**src/rtl/timer_scheduler_pkg.sv**
```systemverilog
// Shared types and helpers for the timer scheduler: FSM state encoding,
// default counter width and index-width calculation.
package timer_pkg;

    typedef enum logic {IDLE, SCAN} sched_state_t;

    localparam int DEFAULT_CNT_W = 16;

    // Channel index width; a single channel still needs a 1-bit index
    function automatic int idx_width(input int n);
        return (n > 1) ? $clog2(n) : 1;
    endfunction

endpackage

```
**src/rtl/timer_scheduler_if.sv**
```systemverilog
// Control/status bundle between the bus register block and the timer
// scheduler; the register block is the master, the scheduler the slave.
interface timer_scheduler_if
    import timer_pkg::*;
#(
    parameter int N_CH  = 4,
    parameter int CNT_W = DEFAULT_CNT_W
);

    logic [N_CH-1:0]            start;
    logic [N_CH-1:0]            stop;
    logic [N_CH-1:0]            periodic;
    logic [N_CH-1:0][CNT_W-1:0] load_val;
    logic [N_CH-1:0]            busy;
    logic [N_CH-1:0]            expire;
    logic                       tick;

    modport master (
        output start, stop, periodic, load_val,
        input  busy, expire, tick
    );

    modport slave (
        input  start, stop, periodic, load_val,
        output busy, expire, tick
    );

endinterface

```
**src/rtl/timer_scheduler_tick_gen.sv**
```systemverilog
// Tick prescaler: counts 0..PRESCALE-1, registers a one-cycle tick on each
// wrap and exposes the wrap condition so the scheduler can start its scan
// in the same cycle the tick is visible.
module tick_gen #(
    parameter int PRESCALE = 5000000
) (
    input  logic clk,
    input  logic rst,
    output logic tick,
    output logic wrap
);

    localparam int            CW   = (PRESCALE > 1) ? $clog2(PRESCALE) : 1;
    localparam logic [CW-1:0] LAST = CW'(PRESCALE - 1);

    logic [CW-1:0] count;

    assign wrap = (count == LAST);

    always_ff @(posedge clk) begin
        if (rst) begin
            count <= '0;
            tick  <= 1'b0;
        end else begin
            tick  <= wrap;
            count <= wrap ? '0 : count + CW'(1);
        end
    end

endmodule

```
**src/rtl/timer_scheduler.sv**
```systemverilog
// N_CH timeout channels sharing one prescaler and one decrementer; after
// each tick the channels are visited round-robin, one per clock.
module timer_scheduler
    import timer_pkg::*;
#(
    parameter int N_CH     = 4,
    parameter int PRESCALE = 5000000,
    parameter int CNT_W    = DEFAULT_CNT_W
) (
    input  logic           clk,
    input  logic           rst,
    timer_scheduler_if.slave bus
);

    localparam int               IDX_W    = idx_width(N_CH);
    localparam logic [IDX_W-1:0] LAST_IDX = IDX_W'(N_CH - 1);

    // A scan must finish before the next tick, otherwise slots would be skipped
    generate
        if (PRESCALE < N_CH + 2) begin : g_prescale_check
            $error("timer_scheduler: PRESCALE must be >= N_CH+2");
        end
    endgenerate

    logic wrap;
    logic tick;

    tick_gen #(.PRESCALE(PRESCALE)) u_tick_gen (
        .clk  (clk),
        .rst  (rst),
        .tick (tick),
        .wrap (wrap)
    );

    sched_state_t     state;
    logic [IDX_W-1:0] idx;

    logic [N_CH-1:0]  busy;
    logic [N_CH-1:0]  periodic_q;
    logic [N_CH-1:0]  expire;
    logic [CNT_W-1:0] remaining [N_CH];
    logic [CNT_W-1:0] reload    [N_CH];

    logic [CNT_W-1:0] cur_rem;
    logic [CNT_W-1:0] dec_rem;
    logic             cur_is_one;

    assign cur_rem    = remaining[idx];
    assign dec_rem    = cur_rem - CNT_W'(1);
    assign cur_is_one = (cur_rem == CNT_W'(1));

    // Entering SCAN on the wrap edge makes state==SCAN, idx==0 coincide with tick=1
    always_ff @(posedge clk) begin
        if (rst) begin
            state <= IDLE;
            idx   <= '0;
        end else begin
            case (state)
                IDLE: begin
                    if (wrap) begin
                        state <= SCAN;
                        idx   <= '0;
                    end
                end
                SCAN: begin
                    if (idx == LAST_IDX) begin
                        state <= IDLE;
                        idx   <= '0;
                    end else begin
                        idx <= idx + IDX_W'(1);
                    end
                end
                default: begin
                    state <= IDLE;
                    idx   <= '0;
                end
            endcase
        end
    end

    // Per-channel update, priority stop > start > scan; a zero-length start is ignored
    always_ff @(posedge clk) begin
        if (rst) begin
            busy       <= '0;
            periodic_q <= '0;
            expire     <= '0;
            for (int i = 0; i < N_CH; i++) begin
                remaining[i] <= '0;
                reload[i]    <= '0;
            end
        end else begin
            expire <= '0;
            for (int i = 0; i < N_CH; i++) begin
                if (bus.stop[i]) begin
                    busy[i] <= 1'b0;
                end else if (bus.start[i] && (bus.load_val[i] != '0)) begin
                    busy[i]       <= 1'b1;
                    periodic_q[i] <= bus.periodic[i];
                    remaining[i]  <= bus.load_val[i];
                    reload[i]     <= bus.load_val[i];
                end else if ((state == SCAN) && (idx == IDX_W'(i)) && busy[i]) begin
                    if (cur_is_one) begin
                        expire[i] <= 1'b1;
                        if (periodic_q[i]) begin
                            remaining[i] <= reload[i];
                        end else begin
                            busy[i] <= 1'b0;
                        end
                    end else begin
                        remaining[i] <= dec_rem;
                    end
                end
            end
        end
    end

    assign bus.busy   = busy;
    assign bus.expire = expire;
    assign bus.tick   = tick;

endmodule

```
**src/flat_wrapper.sv**
```systemverilog
// flat-port wrapper written by rule: the top's interface ports become plain ports
module timer_scheduler_flat import timer_pkg::*;
#(
    parameter int N_CH     = 4,
    parameter int PRESCALE = 5000000,
    parameter int CNT_W    = DEFAULT_CNT_W
)
  (clk, rst, bus_start, bus_stop, bus_periodic, bus_load_val, bus_busy, bus_expire, bus_tick);
  timer_scheduler_if #(.N_CH(N_CH), .CNT_W(CNT_W)) bus_i ();
  input  logic clk;
  input  logic rst;
  input wire logic [$bits(bus_i.start)-1:0] bus_start;
  input wire logic [$bits(bus_i.stop)-1:0] bus_stop;
  input wire logic [$bits(bus_i.periodic)-1:0] bus_periodic;
  input wire logic [$bits(bus_i.load_val)-1:0] bus_load_val;
  output wire logic [$bits(bus_i.busy)-1:0] bus_busy;
  output wire logic [$bits(bus_i.expire)-1:0] bus_expire;
  output wire logic [$bits(bus_i.tick)-1:0] bus_tick;
  assign bus_i.start = bus_start;
  assign bus_i.stop = bus_stop;
  assign bus_i.periodic = bus_periodic;
  assign bus_i.load_val = bus_load_val;
  assign bus_busy = bus_i.busy;
  assign bus_expire = bus_i.expire;
  assign bus_tick = bus_i.tick;
  timer_scheduler #(.N_CH(N_CH), .PRESCALE(PRESCALE), .CNT_W(CNT_W)) u_core (.clk(clk), .rst(rst), .bus(bus_i));
endmodule
```
**config.mk**
```make
export PLATFORM = sky130hd
export DESIGN_NAME = timer_scheduler_flat
export DESIGN_NICKNAME = d
export VERILOG_FILES = /design/src/rtl/timer_scheduler_pkg.sv /design/src/rtl/timer_scheduler_if.sv /design/src/rtl/timer_scheduler_tick_gen.sv /design/src/rtl/timer_scheduler.sv /design/src/flat_wrapper.sv
export SDC_FILE = /design/constraint.sdc
export NUM_CORES = 1
export LEC_CHECK = 0
export CAP_MARGIN = 30
export CORE_ASPECT_RATIO = 1.25
export CORE_UTILIZATION = 33
export CTS_CLUSTER_DIAMETER = 100
export DETAILED_ROUTE_END_ITERATION = 8
export DONT_BUFFER_PORTS = 1
export PLACE_DENSITY = 0.47
export SLEW_MARGIN = 5
export SYNTH_ARGS = -nofsm -noshare
export SYNTH_HDL_FRONTEND = slang
export SYNTH_SLANG_ARGS = --single-unit
```
**constraint.sdc**
```tcl
create_clock -name clk -period 6.8 [get_ports clk]
set_input_delay 1.36 -clock clk [delete_from_list [all_inputs] [get_ports clk]]
set_output_delay 1.36 -clock clk [all_outputs]
set_load 0.01 [all_outputs]
```
==> run metrics, run 1 <==
status=finished, final reports clean; die span in x=roughly 140 um; finished layout cell area=approximately 9000 um2; Max Fclk=about 220 MHz; Die Ht=roughly 180 um; PortBufs=0; Netlist cell types=49; final hold slack=approximately 0.48 ns; Ys Warns=0; Fin Setup TNS=0 ns; final setup vio count=0; share of the synthesized area in the top cell type=between 40 and 50%; antenna-violating nets left=0; Layout area overhead=11.8%; Post-Route WL=between 20000 and 25000 um; CTS buffer count=17; internal cell power=approximately 1.7 mW; core area=approximately 24000 um2; WS Path Type=in -> reg; share of cells above drive strength 1=around 11%; DR pass1 iterations=4; die area=between 20000 and 30000 um2; Period minus WS final=4.45 ns; post-CTS resize count=0; setup slack at placement=around 1.9 ns; Worst EP required=6.86 ns; dpl cell area=approximately 8400 um2; pwr dens=between 200 and 300 nW/um2; I/O Pins=between 80 and 90; fin worst setup slack=2.35 ns; DRC viols=0; number of placed instances with taps included=950; critical path peak fanout=16; Slew headroom=between 30% and 40%; Mapped Area=roughly 8100 um2; Mapped Nets=730; Hold Path Class=reg -> reg; CTS Root Buffer Type=clkbuf_16; final hold violation count=0; Final nets=733; Worst setup EP type=register; count of pins over their slew limit=0; Pwr Total=about 2.3 mW; largest cells by area after synthesis=edfxtp_1 (48%), dfxtp_1 (10%), mux2i_1 (6.0%); largest net degree at the start of global routing=24; sequential-to-total area share from yosys stat=between 50% and 60%; CP startpoint kind=input port; HPWL after DPL=around 16000 um; sequential share of power=a little over half; max-cap check violation count=0; Clock H-tree levels=4; # clock sinks=~170; # rows=63; starting density of the core=about a third; Slew @ Worst Pin=about 0.95 ns; hold_buf cts=0; maximum buffer depth of the clock tree=2; Synth Area per Inst=around 13 um2; # diodes=0; fin crit share=between 60% and 70%; drt wl/cell=between 20 and 25 um; vias in the first global route=5390; Yosys top cell by area=edfxtp_1; first-pass GRT wire length=approximately 32000 um; Comb power frac=about 5.9%; Core Util, Final=37.8%; clock power share=41.2%; CTS tree=built; Sw Ratio=between 20% and 30%; grt ovf=0; RSZ-0062 raised after global routing=false; maximum VDD drop=between 0.15 and 0.2 mV; Iter 0 DRT Violations=approximately 300; post-DR vias/cell=5.24; gr usage total=17.5%; via count=roughly 5200; Worst-Skew Late Latency=between 0.4 and 0.5 ns; clock transition at the registers of the reported paths=~0.070 ns; P_leak=~3.0 nW; initial antenna violation count=0; Post-CTS Setup Bufs=0; clock skew=between 0.007 and 0.008 ns; Final Wtd Congestion=~0.8; Final Non-Filler Cells=986; CP Data Arrival Time=roughly 4.5 ns; Syn Inst Count=between 600 and 700; synthesis-stage register bit count=~170; P_sw=about 540 uW
## cell type report
type | count | area, um2
Tap cell | 325 | 407
Clock inverter | 15 | 141
Inverter | 15 | 56.3
Sequential cell | 169 | 4660
Fill cell | 2303 | 14900
Timing Repair Buffer | 13 | 136
Clock buffer | 17 | 425
Multi-Input combinational cell | 432 | 3190
## sequential cells by signal, summed over array words and instances, names as in the netlist, named ones only
signal / cells
u_core.reload: 64
u_core.u_tick_gen.count: 23
u_core.bus.busy: 4
u_core.remaining: 64
u_core.state: 1
u_core.periodic_q: 4
u_core.u_tick_gen.tick: 1
u_core.idx: 2
u_core.bus.expire: 4
## cell usage after synthesis, drive strengths merged
cell    count
dfxtp      41
nor2       61
and2       64
nand4      12
nor3       13
o22ai      48
nor4b       5
mux2i      48
nor4        3
nand3      18
xnor2      11
a221o       1
ha          7
or4        18
clkbuf     20
o41ai       4
o21ai      11
a21bo       2
nand2b      4
a211o       7
o31ai       2
mux4       16
buf         9
nand3b      1
o211ai      1
o21a        1
a31oi       1
a22o        1
edfxtp    128
and3        6
nand2      20
a211oi      5
nor3b       2
inv        15
a21boi      2
or2b        2
a21oi       8
nor2b       1
xor2       24
or3         2
## cells in the final DEF, fill, tap and decap left out, types with 16 or more instances in the layout
master     count
and2_1        64
clkbuf_16     17
dfxtp_1       41
mux2i_1       48
mux4_2        16
edfxtp_1     128
o22ai_1       48
or4_1         18
nor2_1        60
nand2_1       20
xor2_1        24
nand3_1       18
## per-layer routing
layer / global-route usage [%] / vias to the layer above / share of wire (%)
li1: - / 2459 / -
met1: 17.8 / 2594 / 37
met2: 34.1 / 89 / 58
met3: 3.90 / 24 / 3.3
met4: 7.03 / 0 / 2.3
met5: 0 / - / 0
## cells by family after synthesis
group	after synthesis	synth area share, %
xor gates and xnor gates	35	3.80
adders and majority gates	7	1.09
DFF	169	57.8
and+or+nand+nor	232	16.4
buffers and inverters	44	2.74
muxes	64	10.4
AOI/OAI and AO/OA	94	7.77
## power groups by stage
stage,combinational [mW],clock (mW),sequential [mW]
2_1_floorplan,0.0928,0,1.21
3_3_place_gp,0.130,0,1.22
3_5_place_dp,0.132,0,1.22
4_1_cts,0.133,0.955,1.20
5_1_grt,0.144,0.992,1.20
6_report,0.133,0.932,1.20
## worst paths after layout
path | start | to | slack [ns] | cells after the start
setup / recovery | bus_load_val[58] | u_core.remaining[3][11] | 2.35 | 5
hold / removal | u_core.u_tick_gen.count[0] | u_core.u_tick_gen.count[0] | 0.48 | 1
hold reg to reg | u_core.u_tick_gen.count[0] | u_core.u_tick_gen.count[0] | 0.48 | 1
setup reg to reg | register | u_core.remaining[3][11] | 2.95 | 7
## critical path, stage by stage
cell and delay [ns]:
or4_1 0.61, o41ai_1 0.76, nand4_1 0.31, nor2b_1 0.74, or3_1 0.71
No activity file was read; power rests on OpenSTA's default activity.
==> run 2, diff against run 1 <==
==> constraint.sdc (replaced) <==
create_clock -name clk -period 4.4 [get_ports clk]
set_input_delay 0.88 -clock clk [delete_from_list [all_inputs] [get_ports clk]]
set_output_delay 0.88 -clock clk [all_outputs]
set_load 0.01 [all_outputs]
==> run 2 against run 1 <==
Compared with the run above:
- first-iteration DRC count increased by 4.7%
- non-clock buffer count increased by 4
- highest routed layer unchanged
- critical endpoint is now u_core.remaining[3][10]
- die area unchanged
- cell count increased by 0.41%
- register-to-register slack got worse by 2.3 ns
- via count increased by 0.50%
- flip-flop and latch count unchanged
- global-route usage decreased by 0.19 points
- clock-buffer cell count increased by 4
- sequential power increased by 54%
- combinational power increased by 54%
- largest cell class unchanged
==> run metrics, run 2 (same netlist as run 1, synthesis figures left out) <==
Max Fclk=269 MHz; PortBufs=0 (unchanged); share of cells above drive strength 1=11.3% (was 10.7%); maximum VDD drop=0.281 mV (was 0.176 mV); post-DR vias/cell=5.24 (about the same); CTS tree=built (unchanged); fin worst setup slack=0.679 ns (was 2.35 ns); Worst EP required=4.47 ns (was 6.86 ns); Die Ht=177 um (unchanged); Layout area overhead=11.6% (was 11.8%); final setup vio count=0 (unchanged); Worst setup EP type=register (unchanged); Final nets=737 (was 733); Post-Route WL=20600 um (was 21200 um); Regs by FF count=u_core.reload (64), u_core.remaining (64), u_core.u_tick_gen.count (23) (unchanged); Post-CTS Setup Bufs=0 (unchanged); CTS buffer count=17 (unchanged); gr usage total=17.3% (was 17.5%); DRC viols=0 (unchanged); hold_buf cts=0 (unchanged); Worst-Skew Late Latency=0.43 ns (about the same); pwr dens=388 nW/um2 (was 251 nW/um2); RSZ-0062 raised after global routing=false (unchanged); CTS Root Buffer Type=clkbuf_16 (unchanged); first-pass GRT wire length=31800 um (was 31600 um); fin crit share=84.6%; P_leak=3.06 nW (was 3.02 nW); finished layout cell area=9000 um2 (was 9020 um2); clock skew=0.0160 ns (was 0.00785 ns); Slew @ Worst Pin=0.887 ns (was 0.952 ns); DR pass1 iterations=4 (unchanged); grt ovf=0 (unchanged); Slew headroom=40.6% (was 36.3%); Clock H-tree levels=4 (unchanged); Period minus WS final=between 3 and 4 ns; WS Path Type=reg -> reg (was in -> reg); most common cell after layout, fill and taps aside=edfxtp_1 (unchanged); HPWL after DPL=15700 um (was 16100 um); final hold violation count=0 (unchanged); max-cap check violation count=0 (unchanged); Final Non-Filler Cells=990 (was 986); critical path peak fanout=16 (unchanged); CP Data Arrival Time=3.79 ns (was 4.50 ns); CP startpoint kind=register (was input port); most frequent cells in the layout=edfxtp_1 (128), and2_1 (64), nor2_1 (60) (unchanged); post-CTS resize count=0 (unchanged); Hold Path Class=reg -> reg (unchanged); # diodes=0 (unchanged); Pwr Total=3.49 mW (was 2.26 mW); setup slack at placement=0.540 ns (was 1.87 ns); initial antenna violation count=0 (unchanged); status=finished, final reports clean (unchanged); Iter 0 DRT Violations=310 (was 296); number of placed instances with taps included=958 (was 950); starting density of the core=33.8% (unchanged); die span in x=142 um (unchanged); die area=25100 um2 (unchanged); Fin Setup TNS=0 ns (unchanged); core area=23900 um2 (unchanged); antenna-violating nets left=0 (unchanged); via count=5192 (was 5166); Final Wtd Congestion=0.811 (was 0.788); I/O Pins=87 (unchanged); drt wl/cell=20.8 um (was 21.5 um); vias in the first global route=5575 (was 5390); # clock sinks=169 (unchanged); maximum buffer depth of the clock tree=2 (unchanged); clock transition at the registers of the reported paths=0.07 ns (about the same); largest net degree at the start of global routing=24 (unchanged); count of pins over their slew limit=0 (unchanged); # rows=63 (unchanged); dpl cell area=8440 um2 (was 8380 um2)
[run 2: cell types whose count changed in the layout (fill, tap and decap cells not counted), sizes merged]
cell / change
inv: +6
buf: +4
clkbuf: +4
clkinv: -4
clkinvlp: -5
bufinv: -1
[run 2: stage by stage]
stage	util, %	hold slack, ns
3_3_place_gp	35.3	0.456
6_report	37.7	0.480
3_5_place_dp	35.3	0.468
2_1_floorplan	-	0.438
5_1_grt	37.7	0.485
4_1_cts	37.7	0.485
[run 2: cell type report]
type / instances / area [um2]
Multi-Input combinational cell: 432 / 3190
Inverter: 15 / 56.3
Sequential cell: 169 / 4660
Fill cell: 2283 / 14900
Clock buffer: 21 / 482
Clock inverter: 11 / 78.8
Tap cell: 325 / 407
Timing Repair Buffer: 17 / 125
[run 2: path summary, 6_finish.rpt]
| path | start | endpoint | slack (ns) | depth (start not counted) |
|---|---|---|---|---|
| setup / recovery | register | u_core.remaining[3][10] | 0.68 | 8 |
| hold / removal | u_core.u_tick_gen.count[0] | u_core.u_tick_gen.count[0] | 0.48 | 1 |
| setup reg to reg | register | u_core.remaining[3][10] | 0.68 | 8 |
| hold reg to reg | u_core.u_tick_gen.count[0] | u_core.u_tick_gen.count[0] | 0.48 | 1 |
[run 2: report_power, final]
group	leakage (nW)	switching (mW)	internal (mW)
clock network	0.286	0.637	0.795
logic	1.11	0.135	0.0696
registers	1.66	0.0371	1.81
total	3.06	0.810	2.68
[run 2: metal layers]
metal | global-route usage [%] | up-vias | wire (um)
met5 | 0 | - | 0
met1 | 18.2 | 2632 | 7680
met4 | 7.12 | 0 | 381
met2 | 33.4 | 81 | 11900
li1 | - | 2460 | -
met3 | 3.19 | 19 | 623
[run 2: worst max-delay path, stage by stage (launching register included)]
cell and delay [ns]:
dfxtp_1 0.68, buf_4 0.27, mux4_2 0.59, nor4_4 0.34
nand4_1 0.23, buf_4 0.26, nor2b_1 0.13, buf_4 0.17
or3_1 0.68
